### config.mk
export PLATFORM = sky130hd
export DESIGN_NAME = uart_value_reporter
export DESIGN_NICKNAME = d
export VERILOG_FILES = /design/src/rtl/uart_pkg.sv /design/src/rtl/uart_value_reporter_bin2bcd.sv /design/src/rtl/uart_value_reporter.sv
export SDC_FILE = /design/constraint.sdc
export NUM_CORES = 1
export LEC_CHECK = 0
export BUFFER_PORTS_ARGS = -buffer_cell sky130_fd_sc_hd__buf_2
export CELL_PAD_IN_SITES_DETAIL_PLACEMENT = 2
export CELL_PAD_IN_SITES_GLOBAL_PLACEMENT = 2
export CORE_AREA = 4 4 126 128
export DETAILED_ROUTE_END_ITERATION = 8
export DIE_AREA = 0 0 130 132
export PLACE_DENSITY_LB_ADDON = 0.05
export SYNTH_ARGS = -nofsm -noshare
export SYNTH_HDL_FRONTEND = slang
export SYNTH_HIERARCHICAL = 1
export SYNTH_SLANG_ARGS = --single-unit
### constraint.sdc
create_clock -name i_clock -period 2.1 [get_ports i_clock]
set_input_delay 0.21 -clock i_clock [delete_from_list [all_inputs] [get_ports i_clock]]
set_output_delay 0.21 -clock i_clock [all_outputs]
set_load 0.005 [all_outputs]
### src/rtl/uart_pkg.sv
// Shared definitions for the UART value reporter: FSM encodings, ASCII constants,
// the supervisor message payload and small character/BCD helpers.
package uart_pkg;

  localparam int unsigned STATE_W      = 3;
  localparam int unsigned TX_BUF_BYTES = 14;
  localparam int unsigned TX_BUF_W     = TX_BUF_BYTES * 8;
  localparam int unsigned LEN_W        = 8;
  localparam int unsigned BCD_DIGITS   = 5;
  localparam int unsigned BCD_W        = BCD_DIGITS * 4;

  localparam logic [STATE_W-1:0] s_IDLE    = 3'd0;
  localparam logic [STATE_W-1:0] s_CONVERT = 3'd1;
  localparam logic [STATE_W-1:0] s_PACK    = 3'd2;
  localparam logic [STATE_W-1:0] s_LAUNCH  = 3'd3;
  localparam logic [STATE_W-1:0] s_WAIT    = 3'd4;

  localparam logic [7:0] ASCII_CR   = 8'h0D;
  localparam logic [7:0] ASCII_LF   = 8'h0A;
  localparam logic [7:0] ASCII_EQ   = 8'h3D;
  localparam logic [7:0] ASCII_ZERO = 8'h30;

  typedef struct packed {
    logic [TX_BUF_W-1:0] data;
    logic [LEN_W-1:0]    len;
  } tx_msg_t;

  // Double-dabble correction: add 3 to every digit that is 5 or more.
  function automatic logic [BCD_W-1:0] bcd_adjust(input logic [BCD_W-1:0] bcd);
    logic [BCD_W-1:0] r;
    r = bcd;
    for (int unsigned i = 0; i < BCD_DIGITS; i++) begin
      if (bcd[4*i +: 4] >= 4'd5) r[4*i +: 4] = bcd[4*i +: 4] + 4'd3;
    end
    return r;
  endfunction

  function automatic logic [7:0] hex_char(input logic [3:0] n);
    return (n < 4'd10) ? ASCII_ZERO + {4'b0, n} : 8'h37 + {4'b0, n};
  endfunction

  function automatic logic [7:0] digit_char(input logic [3:0] d);
    return ASCII_ZERO + {4'b0, d};
  endfunction

endpackage

### src/rtl/uart_value_reporter_bin2bcd.sv
// Sequential shift-add-3 binary to BCD converter, one input bit per clock.
module bin2bcd_seq
  import uart_pkg::*;
#(
  parameter int unsigned VALUE_WIDTH = 16
) (
  input  logic                   clk_i,
  input  logic                   rst_i,
  input  logic                   start_i,
  input  logic [VALUE_WIDTH-1:0] value_i,
  output logic [BCD_W-1:0]       bcd_o,
  output logic                   done_c_o
);

  localparam int unsigned CNT_W = 5;

  logic [VALUE_WIDTH-1:0] value_q, value_d;
  logic [BCD_W-1:0]       bcd_q, bcd_d, adj;
  logic [CNT_W-1:0]       cnt_q, cnt_d;
  logic                   run_q, run_d;

  always_ff @(posedge clk_i or posedge rst_i) begin
    if (rst_i) begin
      value_q <= '0;
      bcd_q   <= '0;
      cnt_q   <= '0;
      run_q   <= 1'b0;
    end else begin
      value_q <= value_d;
      bcd_q   <= bcd_d;
      cnt_q   <= cnt_d;
      run_q   <= run_d;
    end
  end

  // Asserted during the cycle whose closing edge performs the final shift.
  assign done_c_o = run_q && (cnt_q == CNT_W'(VALUE_WIDTH - 1));

  always_comb begin
    value_d = value_q;
    bcd_d   = bcd_q;
    cnt_d   = cnt_q;
    run_d   = run_q;
    adj     = bcd_adjust(bcd_q);
    if (start_i) begin
      value_d = value_i;
      bcd_d   = '0;
      cnt_d   = '0;
      run_d   = 1'b1;
    end else if (run_q) begin
      bcd_d   = {adj[BCD_W-2:0], value_q[VALUE_WIDTH-1]};
      value_d = value_q << 1;
      cnt_d   = cnt_q + CNT_W'(1);
      if (done_c_o) run_d = 1'b0;
    end
  end

  assign bcd_o = bcd_q;

endmodule

### src/rtl/uart_value_reporter.sv
// Formats "<PREFIX><hex ch>=<decimal>\r\n" and launches it on the UART supervisor.
// Optional UART_REPORTER_ZERO_SUPPRESS_EN drops leading zero digits (keeps one).
module uart_value_reporter
  import uart_pkg::*;
#(
  parameter int unsigned VALUE_WIDTH = 16,
  parameter logic [15:0] PREFIX      = 16'h4348
) (
  input  logic                   i_clock,
  input  logic                   i_reset,
  input  logic                   i_valueValid,
  input  logic [VALUE_WIDTH-1:0] i_value,
  input  logic [3:0]             i_channel,
  input  logic                   i_txBusy,
  input  logic                   i_txDone,
  output logic                   o_txBegin,
  output logic [TX_BUF_W-1:0]    o_txData,
  output logic [LEN_W-1:0]       o_txDataLength,
  output logic                   o_busy,
  output logic                   o_overrun
);

  logic [STATE_W-1:0] state_q, state_d;
  logic [3:0]         channel_q, channel_d;
  tx_msg_t            msg_q, msg_d, pack_c;
  logic               begin_q, begin_d;
  logic               busy_q, busy_d;
  logic               overrun_q, overrun_d;
  logic               conv_start_c, conv_done_c;
  logic [BCD_W-1:0]   bcd;

  bin2bcd_seq #(.VALUE_WIDTH(VALUE_WIDTH)) u_bin2bcd (
    .clk_i    (i_clock),
    .rst_i    (i_reset),
    .start_i  (conv_start_c),
    .value_i  (i_value),
    .bcd_o    (bcd),
    .done_c_o (conv_done_c)
  );

  always_ff @(posedge i_clock or posedge i_reset) begin
    if (i_reset) begin
      state_q   <= s_IDLE;
      channel_q <= '0;
      msg_q     <= '0;
      begin_q   <= 1'b0;
      busy_q    <= 1'b0;
      overrun_q <= 1'b0;
    end else begin
      state_q   <= state_d;
      channel_q <= channel_d;
      msg_q     <= msg_d;
      begin_q   <= begin_d;
      busy_q    <= busy_d;
      overrun_q <= overrun_d;
    end
  end

  // Message builder: head sits directly above the kept digits plus CR/LF.
  logic [31:0]         head;
  logic [55:0]         tail;
  logic [TX_BUF_W-1:0] mask;
  int unsigned         ndigits;
  int unsigned         keep;

  always_comb begin
    ndigits = BCD_DIGITS;
`ifdef UART_REPORTER_ZERO_SUPPRESS_EN
    ndigits = 1;
    for (int unsigned i = 1; i < BCD_DIGITS; i++) begin
      if (bcd[4*i +: 4] != 4'd0) ndigits = i + 1;
    end
`endif
    head = {PREFIX, hex_char(channel_q), ASCII_EQ};
    tail = {40'b0, ASCII_CR, ASCII_LF};
    for (int unsigned i = 0; i < BCD_DIGITS; i++) begin
      tail[16 + 8*i +: 8] = digit_char(bcd[4*i +: 4]);
    end
    keep        = (ndigits + 2) * 8;
    mask        = ~({TX_BUF_W{1'b1}} << keep);
    pack_c.data = (TX_BUF_W'(head) << keep) | (TX_BUF_W'(tail) & mask);
    pack_c.len  = LEN_W'(ndigits + 6);
  end

  always_comb begin
    state_d      = state_q;
    channel_d    = channel_q;
    msg_d        = msg_q;
    begin_d      = 1'b0;
    busy_d       = busy_q;
    overrun_d    = 1'b0;
    conv_start_c = 1'b0;
    case (state_q)
      s_IDLE: begin
        if (i_valueValid) begin
          channel_d    = i_channel;
          busy_d       = 1'b1;
          conv_start_c = 1'b1;
          state_d      = s_CONVERT;
        end
      end
      s_CONVERT: if (conv_done_c) state_d = s_PACK;
      s_PACK: begin
        msg_d   = pack_c;
        state_d = s_LAUNCH;
      end
      s_LAUNCH: begin
        if (!i_txBusy) begin
          begin_d = 1'b1;
          state_d = s_WAIT;
        end
      end
      s_WAIT: begin
        if (i_txDone) begin
          busy_d  = 1'b0;
          state_d = s_IDLE;
        end
      end
      default: begin
        busy_d  = 1'b0;
        state_d = s_IDLE;
      end
    endcase
    // Requests outside idle are dropped, never queued.
    if (i_valueValid && (state_q != s_IDLE)) overrun_d = 1'b1;
  end

  assign o_txBegin      = begin_q;
  assign o_txData       = msg_q.data;
  assign o_txDataLength = msg_q.len;
  assign o_busy         = busy_q;
  assign o_overrun      = overrun_q;

endmodule

==> flow_metrics.tcl, run 1 <==
set metrics [dict create \
    run_status "complete, no violations" \
    finalSetupViolations 0 \
    rrSetupSlack_ns 0.33 \
    worst_slew_pin_slew_ns 0.5729 \
    vdd.ir_drop.worst_mv 0.3949 \
    setup_ws_ns 0.3308 \
    p_leak_uw 0.002493 \
    wl_um 10070 \
    synth_edf_count 0 \
    rr_endpoint "u_bin2bcd/bcd_o[18]" \
    synth_area_mm2 0.004524 \
    ys_ff_latch 80 \
    period_needed_ns 1.769 \
    clock_latency_ns 0.34 \
    r2r_start "state_q[0]" \
    start_util 0.3044 \
    die_y_um 132 \
    synth_ff_type "dfrtp_1" \
    cp.arrival_ns 1.99 \
    power_density_mw_per_mm2 1403 \
    cts_buffers 9 \
    io_buffers 82 \
    dieWidth_um 130 \
    wl_per_cell_um 14.70 \
    critPathLaunch "state_q[0]" \
    core-area_mm2 0.01486 \
    drtIter0Drc 47 \
    hold_path.class "in -> reg" \
    startpoint_type "flop" \
    cp-endpoint "u_bin2bcd/bcd_o[18]" \
    top_level_ports 148 \
    fin_nets 530 \
    antenna_cells 0 \
    hpwl_um 7310 \
    cp.required_ns 2.32 \
    path_class "reg -> reg" \
    grt_pass1_vias 3139 \
    clock_skew_ns 0.008514 \
    min_period_over_period 0.8425 \
    yosysSeqAreaShare 0.4425 \
    drive_gt1_frac 0.2757 \
    rows 45 \
    whs_ns 0.05510 \
    rr_worst_depth 4 \
    antenna_found_initial 0 \
    clockRootBuffer "clkbuf_16" \
    place_congestion 0.7510 \
    cts.clk_slew.worst_paths_ns 0.06 \
    drc 0 \
    grt_max_degree 45 \
    relSlewSlack 0.6181 \
    vias 3041 \
    vias_per_cell 4.439 \
    synth_cell_types 49 \
    grt_pass1_wl_um 16470 \
    report.final.slew_viol_count 0 \
    drtAntennaViolNets 0 \
    crit_path_max_fanout 44 \
    die-area_mm2 0.01716 \
    grt_setup_unrepaired "no" \
    grt.overflow.total 0 \
    synth_warnings 6 \
    synth.avg_cell_area_um2 10.40 \
    clock_path_buffers 2 \
    syn_inst 435 \
    hold_violations 0 \
    htree_levels 3 \
    grt_usage 0.1197 \
    tns_ns 0 \
    cts_tree "built" \
    maxCapViolCount 0 \
    pre_cts_ws_ns 0.3064 \
    max_freq_ghz 0.5652 \
    firstDrtPassIters 4 \
    areaGrowthSynthToFinish_pct 10.01 \
    clock_sinks 80 \
    endpoint_kind "flop" \
    synth-async-reset-ratio 1.000 \
]
-- worst min path at each step --
| stage | startpoint | endpoint | slack, ns | cells after the start |
|---|---|---|---|---|
| floorplan | i_txBusy | o_txBegin | 0.29 | 1 |
| finish | i_txBusy | o_txBegin | 0.06 | 2 |
| global route | i_txBusy | o_txBegin | 0.05 | 2 |
| detailed placement | i_reset | o_txData[34] | 0.31 | 2 |
| CTS | i_txBusy | o_txBegin | 0.04 | 2 |
| global placement | i_reset | o_txData[34] | 0.30 | 2 |
-- worst max-delay path: stages, from the launching register on --
cell,delay [ns]
dfrtp_1,0.51
nor4b_4,0.44
buf_12,0.26
nor2_1,0.09
a311o_1,0.34
-- synthesized netlist by cell type, types with 2 or more instances --
cell type | n | area (µm²)
a21oi_1 | 16 | 80.08
nor2_1 | 15 | 56.30
o32ai_1 | 6 | 52.55
nand2b_1 | 7 | 43.79
o31ai_1 | 3 | 22.52
or3_1 | 3 | 18.77
nor3b_1 | 2 | 15.01
a31oi_1 | 4 | 25.02
o21ai_0 | 16 | 80.08
inv_1 | 19 | 71.32
xor2_1 | 6 | 52.55
buf_6 | 5 | 56.30
xnor2_1 | 2 | 17.52
mux2_2 | 24 | 270.3
nand2_1 | 25 | 93.84
nor4_1 | 3 | 18.77
nor2b_1 | 5 | 31.28
mux2i_1 | 17 | 170.2
o21ai_1 | 18 | 90.09
nand3b_1 | 5 | 37.54
a21o_1 | 4 | 30.03
ha_1 | 13 | 162.7
nand3_1 | 9 | 45.04
buf_2 | 6 | 30.03
dfrtp_1 | 80 | 2002
buf_4 | 98 | 735.7
or2_2 | 2 | 12.51
-- registers in the layout (all words and copies together) (netlist names) --
register           cells
u_bin2bcd/run_q        1
u_bin2bcd/bcd_o       20
o_busy                 1
u_bin2bcd/value_q     16
state_q                3
o_txBegin              1
channel_q              4
u_bin2bcd/cnt_q        5
o_txData              28
o_overrun              1
-- layer usage --
metal	wire (µm)	vias to the layer above	GRT usage
li1	-	1432	-
met1	4522	1510	0.1597
met2	4757	86	0.1885
met3	609	13	0.02472
met4	178	0	0.04850
met5	0	-	0
-- cell usage in the layout, fill, tap and decap left out, types with 4 or more instances in the layout --
cell,instances
o21ai_0,16
clkinvlp_4,4
buf_4,6
nand2b_1,7
xor2_1,6
mux2i_1,17
nand2_1,25
nor2_1,15
a21o_1,4
nor2b_1,5
conb_1,65
buf_2,82
o32ai_1,6
clkbuf_16,9
a21oi_1,16
nand3_1,9
mux2_2,24
nand3b_1,5
inv_1,19
o21ai_1,18
dfrtp_1,79
a31oi_1,4
ha_1,13
-- power by group --
group          internal (µW)  total (µW)  leakage (µW)  switching (µW)
sequential              2180        2800       0.00102             612
clock                    834        1470      0.000121             635
combinational           1360        2720       0.00136            1360
total                   4380        6990       0.00249            2610
-- cell type report --
cell class | count | area (µm²)
Sequential cell | 80 | 2003
Clock inverter | 4 | 30.03
Clock buffer | 12 | 246.5
Timing Repair Buffer | 92 | 525.5
Tap cell | 188 | 235.2
Inverter | 20 | 75.07
Multi-Input combinational cell | 289 | 1862
Fill cell | 1645 | 9887
-- what timing repair did --
action | CTS | global route
buffers inserted | 0 | 0
endpoints found under the hold margin | 11 | 0
hold buffers | 1 | 0
gates resized for setup | 0 | 0
-- stage by stage --
step                      cells  power (µW)  utilization  area, µm²
after floorplan             499        4972            -       4765
after global placement      668        5500       0.3156       4691
after detailed placement    668        5622       0.3156       4691
after CTS                   685        7162       0.3348       4977
after global routing        685        7662       0.3348       4977
final                       685        6985       0.3348       4977
-- kinds of logic after synthesis --
logic type / count (synthesis) / synth area share
and+or+nand+nor: 84 / 0.1034
xor gates and xnor gates: 8 / 0.01549
muxes: 42 / 0.09983
adders and majority gates: 13 / 0.03595
AOI/OAI and AO/OA: 77 / 0.1029
other: 1 / 0.0008289
buffers and inverters: 130 / 0.1991
DFF: 80 / 0.4425
(Power assumes the default switching activity.)
==> run 2, diff against run 1 <==
- CORE_AREA: 4 4 126 128 -> 4 4 133 135
- DIE_AREA: 0 0 130 132 -> 0 0 137 139
- clock period: 2.1 -> 1.62 ns (I/O delays scaled with it)
==> run 2 against run 1 <==
  * Final cell count rose by 7.3%
  * Non-clock buffer count up 18
  * Total power increased by 37%
  * Global-route usage shrank 0.21 points
  * Maximum frequency up 12%
  * Die area increased by 11%
  * Sequential cell count unchanged
  * Critical path type unchanged
  * Critical endpoint is now o_txData[67]
  * Largest cell class unchanged
  * Largest power group is now combinational cells
==> flow_metrics.tcl, run 2 (synthesized netlist as in run 1, its figures left out) <==
set metrics [dict create \
    io_buffers 82 \
    wl_um 11490 \
    cts_tree "built" \
    tns_ns 0 \
    startpoint_type "flop" \
    hold_violations 0 \
    finish.utilization 0.3195 \
    rr_worst_depth 5 \
    report.final.slew_viol_count 0 \
    grt_usage 0.1176 \
    dieWidth_um 137 \
    cts.clk_slew.worst_paths_ns 0.06 \
    cp-endpoint "o_txData[67]" \
    drive_gt1_frac 0.3223 \
    place_area_mm2 0.004808 \
    grt_pass1_vias 3419 \
    max_freq_ghz 0.6352 \
    final_cells 735 \
    whs_ns 0.03085 \
    fillers 1836 \
    core-area_mm2 0.01647 \
    clock_skew_ns 0.006665 \
    hold_path.class "in -> reg" \
    stdcell_area_mm2 0.005260 \
    wl_per_cell_um 15.63 \
    maxCapViolCount 0 \
    antenna_cells 0 \
    largest_register_ffs 28 \
    worst_slew_pin_slew_ns 0.5949 \
    endpoint_kind "flop" \
    path_class "reg -> reg" \
    top_level_ports 148 \
    clock_path_buffers 2 \
    crit_path_max_fanout 15 \
    dp.cells 712 \
    htree_levels 3 \
    clock_latency_ns 0.34 \
    rows 47 \
    p_leak_uw 0.002617 \
    fin_nets 548 \
    clockRootBuffer "clkbuf_16" \
    cp.arrival_ns 1.80 \
    power_density_mw_per_mm2 1822 \
    final_cell_mix "82 x buf_2, 75 x dfrtp_1, 65 x conb_1" \
    critPathLaunch "state_q[0]" \
    areaGrowthSynthToFinish_pct 16.26 \
    cp.required_ns 1.84 \
    grt_setup_unrepaired "yes" \
    final_common_cell "buf_2" \
    vdd.ir_drop.worst_mv 0.6594 \
    vias 3160 \
    drc 0 \
    drtIter0Drc 114 \
    grt_pass1_wl_um 18020 \
    die-area_mm2 0.01904 \
    drtAntennaViolNets 0 \
    die_y_um 139 \
    place_congestion 0.6991 \
    vias_per_cell 4.299 \
    run_status "complete, no violations" \
    firstDrtPassIters 4 \
    cts_buffers 9 \
    start_util 0.2748 \
    grt_max_degree 39 \
    relSlewSlack 0.6034 \
    finalSetupViolations 0 \
    period_needed_ns 1.574 \
    rrSetupSlack_ns 0.05 \
    hpwl_um 7973 \
    antenna_found_initial 0 \
    rr_endpoint "o_txData[67]" \
    grt.overflow.total 0 \
    clock_sinks 80 \
    r2r_start "state_q[0]" \
    min_period_over_period 0.9718 \
]
-- run 2: how the worst min path moves through the flow --
stage,start,end,slack (ns),cells after the start
finish,i_value[15],u_bin2bcd/value_q[15],0.03,3
floorplan,i_txBusy,o_txBegin,0.24,1
global route,i_channel[0],channel_q[0],0.03,3
CTS,i_value[15],u_bin2bcd/value_q[15],0.02,3
detailed placement,i_reset,u_bin2bcd/value_q[3],0.21,2
global placement,i_reset,u_bin2bcd/value_q[3],0.21,2
-- run 2: power by group --
part	switching [µW]	total [µW]	internal (µW)	leakage (µW)
clock	815	2090	1270	0.000150
sequential	780	3620	2840	0.00101
combinational	1930	3880	1940	0.00146
total	3530	9580	6060	0.00262
-- run 2: layout make-up --
type	instances	area, µm²	area share
flip-flops and latches	80	2008	0.3818
multi-input cells	289	1896	0.3604
repair buffers	110	705.7	0.1342
well taps	220	275.3	0.05233
clock buffers	13	260.3	0.04948
inverters	20	75.07	0.01427
clock inverters	3	40.04	0.007612
-- run 2: repair_timing --
action | CTS | global route
gates cloned | 0 | 2
endpoints found under the setup margin | 1 | 17
hold buffers | 2 | 0
pin swaps | 0 | 2
buffers inserted | 0 | 3
gates resized for setup | 2 | 12
endpoints found under the hold margin | 56 | 0
-- run 2: per-layer routing --
metal / track usage / wire length [µm] / vias to the layer above
li1: - / - / 1477
met1: 0.1492 / 5129 / 1588
met2: 0.1918 / 5572 / 83
met3: 0.02540 / 606 / 12
met4: 0.05042 / 182 / 0
met5: 0 / 0 / -
-- run 2: worst max-delay path, stage by stage, from the launching register on --
cell,delay (ns)
dfrtp_2,0.45
buf_6,0.13
nor3b_4,0.22
buf_12,0.15
clkbuf_16,0.17
mux2_2,0.34
-- run 2: stage by stage --
step	setup slack, ns	total power [µW]
floorplan	-0.04355	6449
global placement	0.01078	7282
detailed placement	-0.002777	7475
CTS	0.01143	9658
global route	-0.007576	10470
finish	0.04574	9584
==> run 3, diff against run 2 <==
- BUFFER_PORTS_ARGS: -buffer_cell sky130_fd_sc_hd__buf_2 -> -buffer_cell sky130_fd_sc_hd__buf_4
- CORE_AREA: 4 4 133 135 -> 2 2 131 133
- DIE_AREA: 0 0 137 139 -> 0 0 133 135
- SETUP_SLACK_MARGIN: unset -> 0.3
==> run 3 against run 2 <==
  * Global-route usage grew 1.5 points
  * Final cell count grew 3.0%
  * Register-to-register slack gained 0.04 ns
  * Via count grew 2.4%
  * Total power grew 14%
  * Clock skew grew 0.00095 ns
  * Clock power grew 7%
  * Sequential cell count is the same
  * Utilization grew 4.5 points
  * Sequential share of layout area shrank 4.5 points
  * Largest cell class is now multi-input combinational cells
==> flow_metrics.tcl, run 3 (synthesized netlist as in run 1, its figures left out) <==
set metrics [dict create \
    run_status "complete, no violations" \
    antenna_cells 0 \
    firstDrtPassIters 4 \
    start_util 0.2758 \
    grt_pass1_vias 3345 \
    p_sw_frac 0.3434 \
    grt_max_degree 39 \
    finish.utilization 0.3645 \
    combPwrFrac 0.465 \
    top_level_ports 148 \
    drive_gt1_frac 0.3836 \
    path_cells "nor4b_4, buf_4, nand2b_4, or3_1, o31ai_1" \
    finalSetupViolations 0 \
    grt.met1_usage 0.1766 \
    max_freq_ghz 0.6510 \
    report.final.slew_viol_count 0 \
    vias_per_cell 4.276 \
    grt_usage 0.1326 \
    worst_slew_pin_slew_ns 0.6252 \
    clock_sinks 80 \
    final_cell_mix "98 x buf_4, 74 x dfrtp_1, 65 x conb_1" \
    drtAntennaViolNets 0 \
    period_needed_ns 1.536 \
    relSlewSlack 0.5806 \
    hold_depth 3 \
    htree_levels 3 \
    min_period_over_period 0.9483 \
    p_leak_uw 0.002917 \
    grt_use_met3 0.02965 \
    cts.clk_slew.worst_paths_ns 0.06 \
    clock_path_buffers 2 \
    fin_nets 571 \
    clock_skew_ns 0.007619 \
    drc 0 \
    hold_violations 0 \
    vdd.ir_drop.worst_mv 0.6364 \
    io_buffers 82 \
    cp.required_ns 1.84 \
    totalPowerFinal_uw 10910 \
    slowest_stage "dfrtp_2" \
    intPower_uw 7166 \
    power_frac_seq 0.330 \
    endpoint_kind "flop" \
    hold_path.class "in -> reg" \
    dieWidth_um 133 \
    place_congestion 0.7630 \
    critPathLaunch "state_q[2]" \
    rr_worst_depth 5 \
    largest_register_ffs 28 \
    core-area_mm2 0.01641 \
    areaGrowthSynthToFinish_pct 32.19 \
    hold_start "i_value[12]" \
    final_common_cell "buf_4" \
    rows 47 \
    power_density_mw_per_mm2 1825 \
    r2r_start "state_q[2]" \
    hpwl_um 7622 \
    vias 3237 \
    grt_pass1_wl_um 18560 \
    grt.overflow.total 0 \
    cts_tree "built" \
    power_frac_clock 0.206 \
    die_y_um 135 \
    die-area_mm2 0.01796 \
    clock_latency_ns 0.34 \
    maxCapViolCount 0 \
    cts_buffers 9 \
    antenna_found_initial 0 \
    use_met2 0.2093 \
    crit_path_max_fanout 8 \
    slowest_delay_ns 0.45 \
    busiest_layer "met2" \
    grt_setup_unrepaired "yes" \
    drtIter0Drc 101 \
    wl_um 11810 \
    clockRootBuffer "clkbuf_16" \
    wl_per_cell_um 15.59 \
    cp.arrival_ns 1.76 \
    path_class "reg -> reg" \
    switchingPower_uw 3748 \
    startpoint_type "flop" \
]
==> run 3: final timing paths <==
path,end,slack [ns]
setup / recovery,u_bin2bcd/bcd_o[8],0.08
hold / removal,u_bin2bcd/value_q[12],0.03
setup reg to reg,u_bin2bcd/bcd_o[8],0.08
hold reg to reg,o_txData[68],0.49
max in group asynchronous,u_bin2bcd/bcd_o[16],0.56
min in group asynchronous,u_bin2bcd/value_q[2],0.40
==> run 3: cell type report <==
class / instances / area, µm²
Sequential cell: 80 / 2012
Tap cell: 220 / 275.3
Inverter: 20 / 75.07
Clock inverter: 3 / 65.06
Timing Repair Buffer: 133 / 1255
Clock buffer: 12 / 256.5
Fill cell: 1769 / 10430
Multi-Input combinational cell: 289 / 2042
==> run 3: power by group through the flow <==
stage               Clock (µW)  Sequential [µW]  Combinational, µW
finish                    2240             3600               5070
global route              2420             3760               5650
CTS                       2340             3680               4580
detailed placement           0             3690               4270
global placement             0             3660               4160
floorplan                    0             3440               3200
==> run 3: through the flow <==
step	instances	cell area (µm²)	TNS (ns)	hold slack (ns)	setup slack, ns
floorplan	499	4887	-0.08525	0.2418	-0.04310
global placement	711	5099	0	0.2018	0.08340
detailed placement	711	5099	0	0.2016	0.03270
CTS	743	5738	0	0.01606	0.09079
global route	757	5981	0	0.03402	0.01519
finish	757	5981	0	0.02844	0.08380
==> run 3: metal layers <==
metal | routed length (µm) | vias up | part of all wire
met5 | 0 | - | 0
met2 | 5672 | 93 | 0.48
met4 | 181 | 0 | 0.015
met3 | 559 | 13 | 0.047
met1 | 5391 | 1613 | 0.46
li1 | - | 1518 | -
==> run 3: repair_timing <==
action	CTS	global route
buffers inserted	11	13
hold endpoints to repair	37	0
gates cloned	4	1
hold buffers	2	0
pin swaps	9	8
setup endpoints to repair	99	104
resized for setup	26	34
==> run 3: critical path: cells and delay by family, from the launching register on <==
kind                   cells  cell delay (ns)
AND/OR/NAND/NOR            3             0.70
flip-flops                 1             0.45
buffers and inverters      1             0.21
AO/OA/AOI/OAI              1             0.06
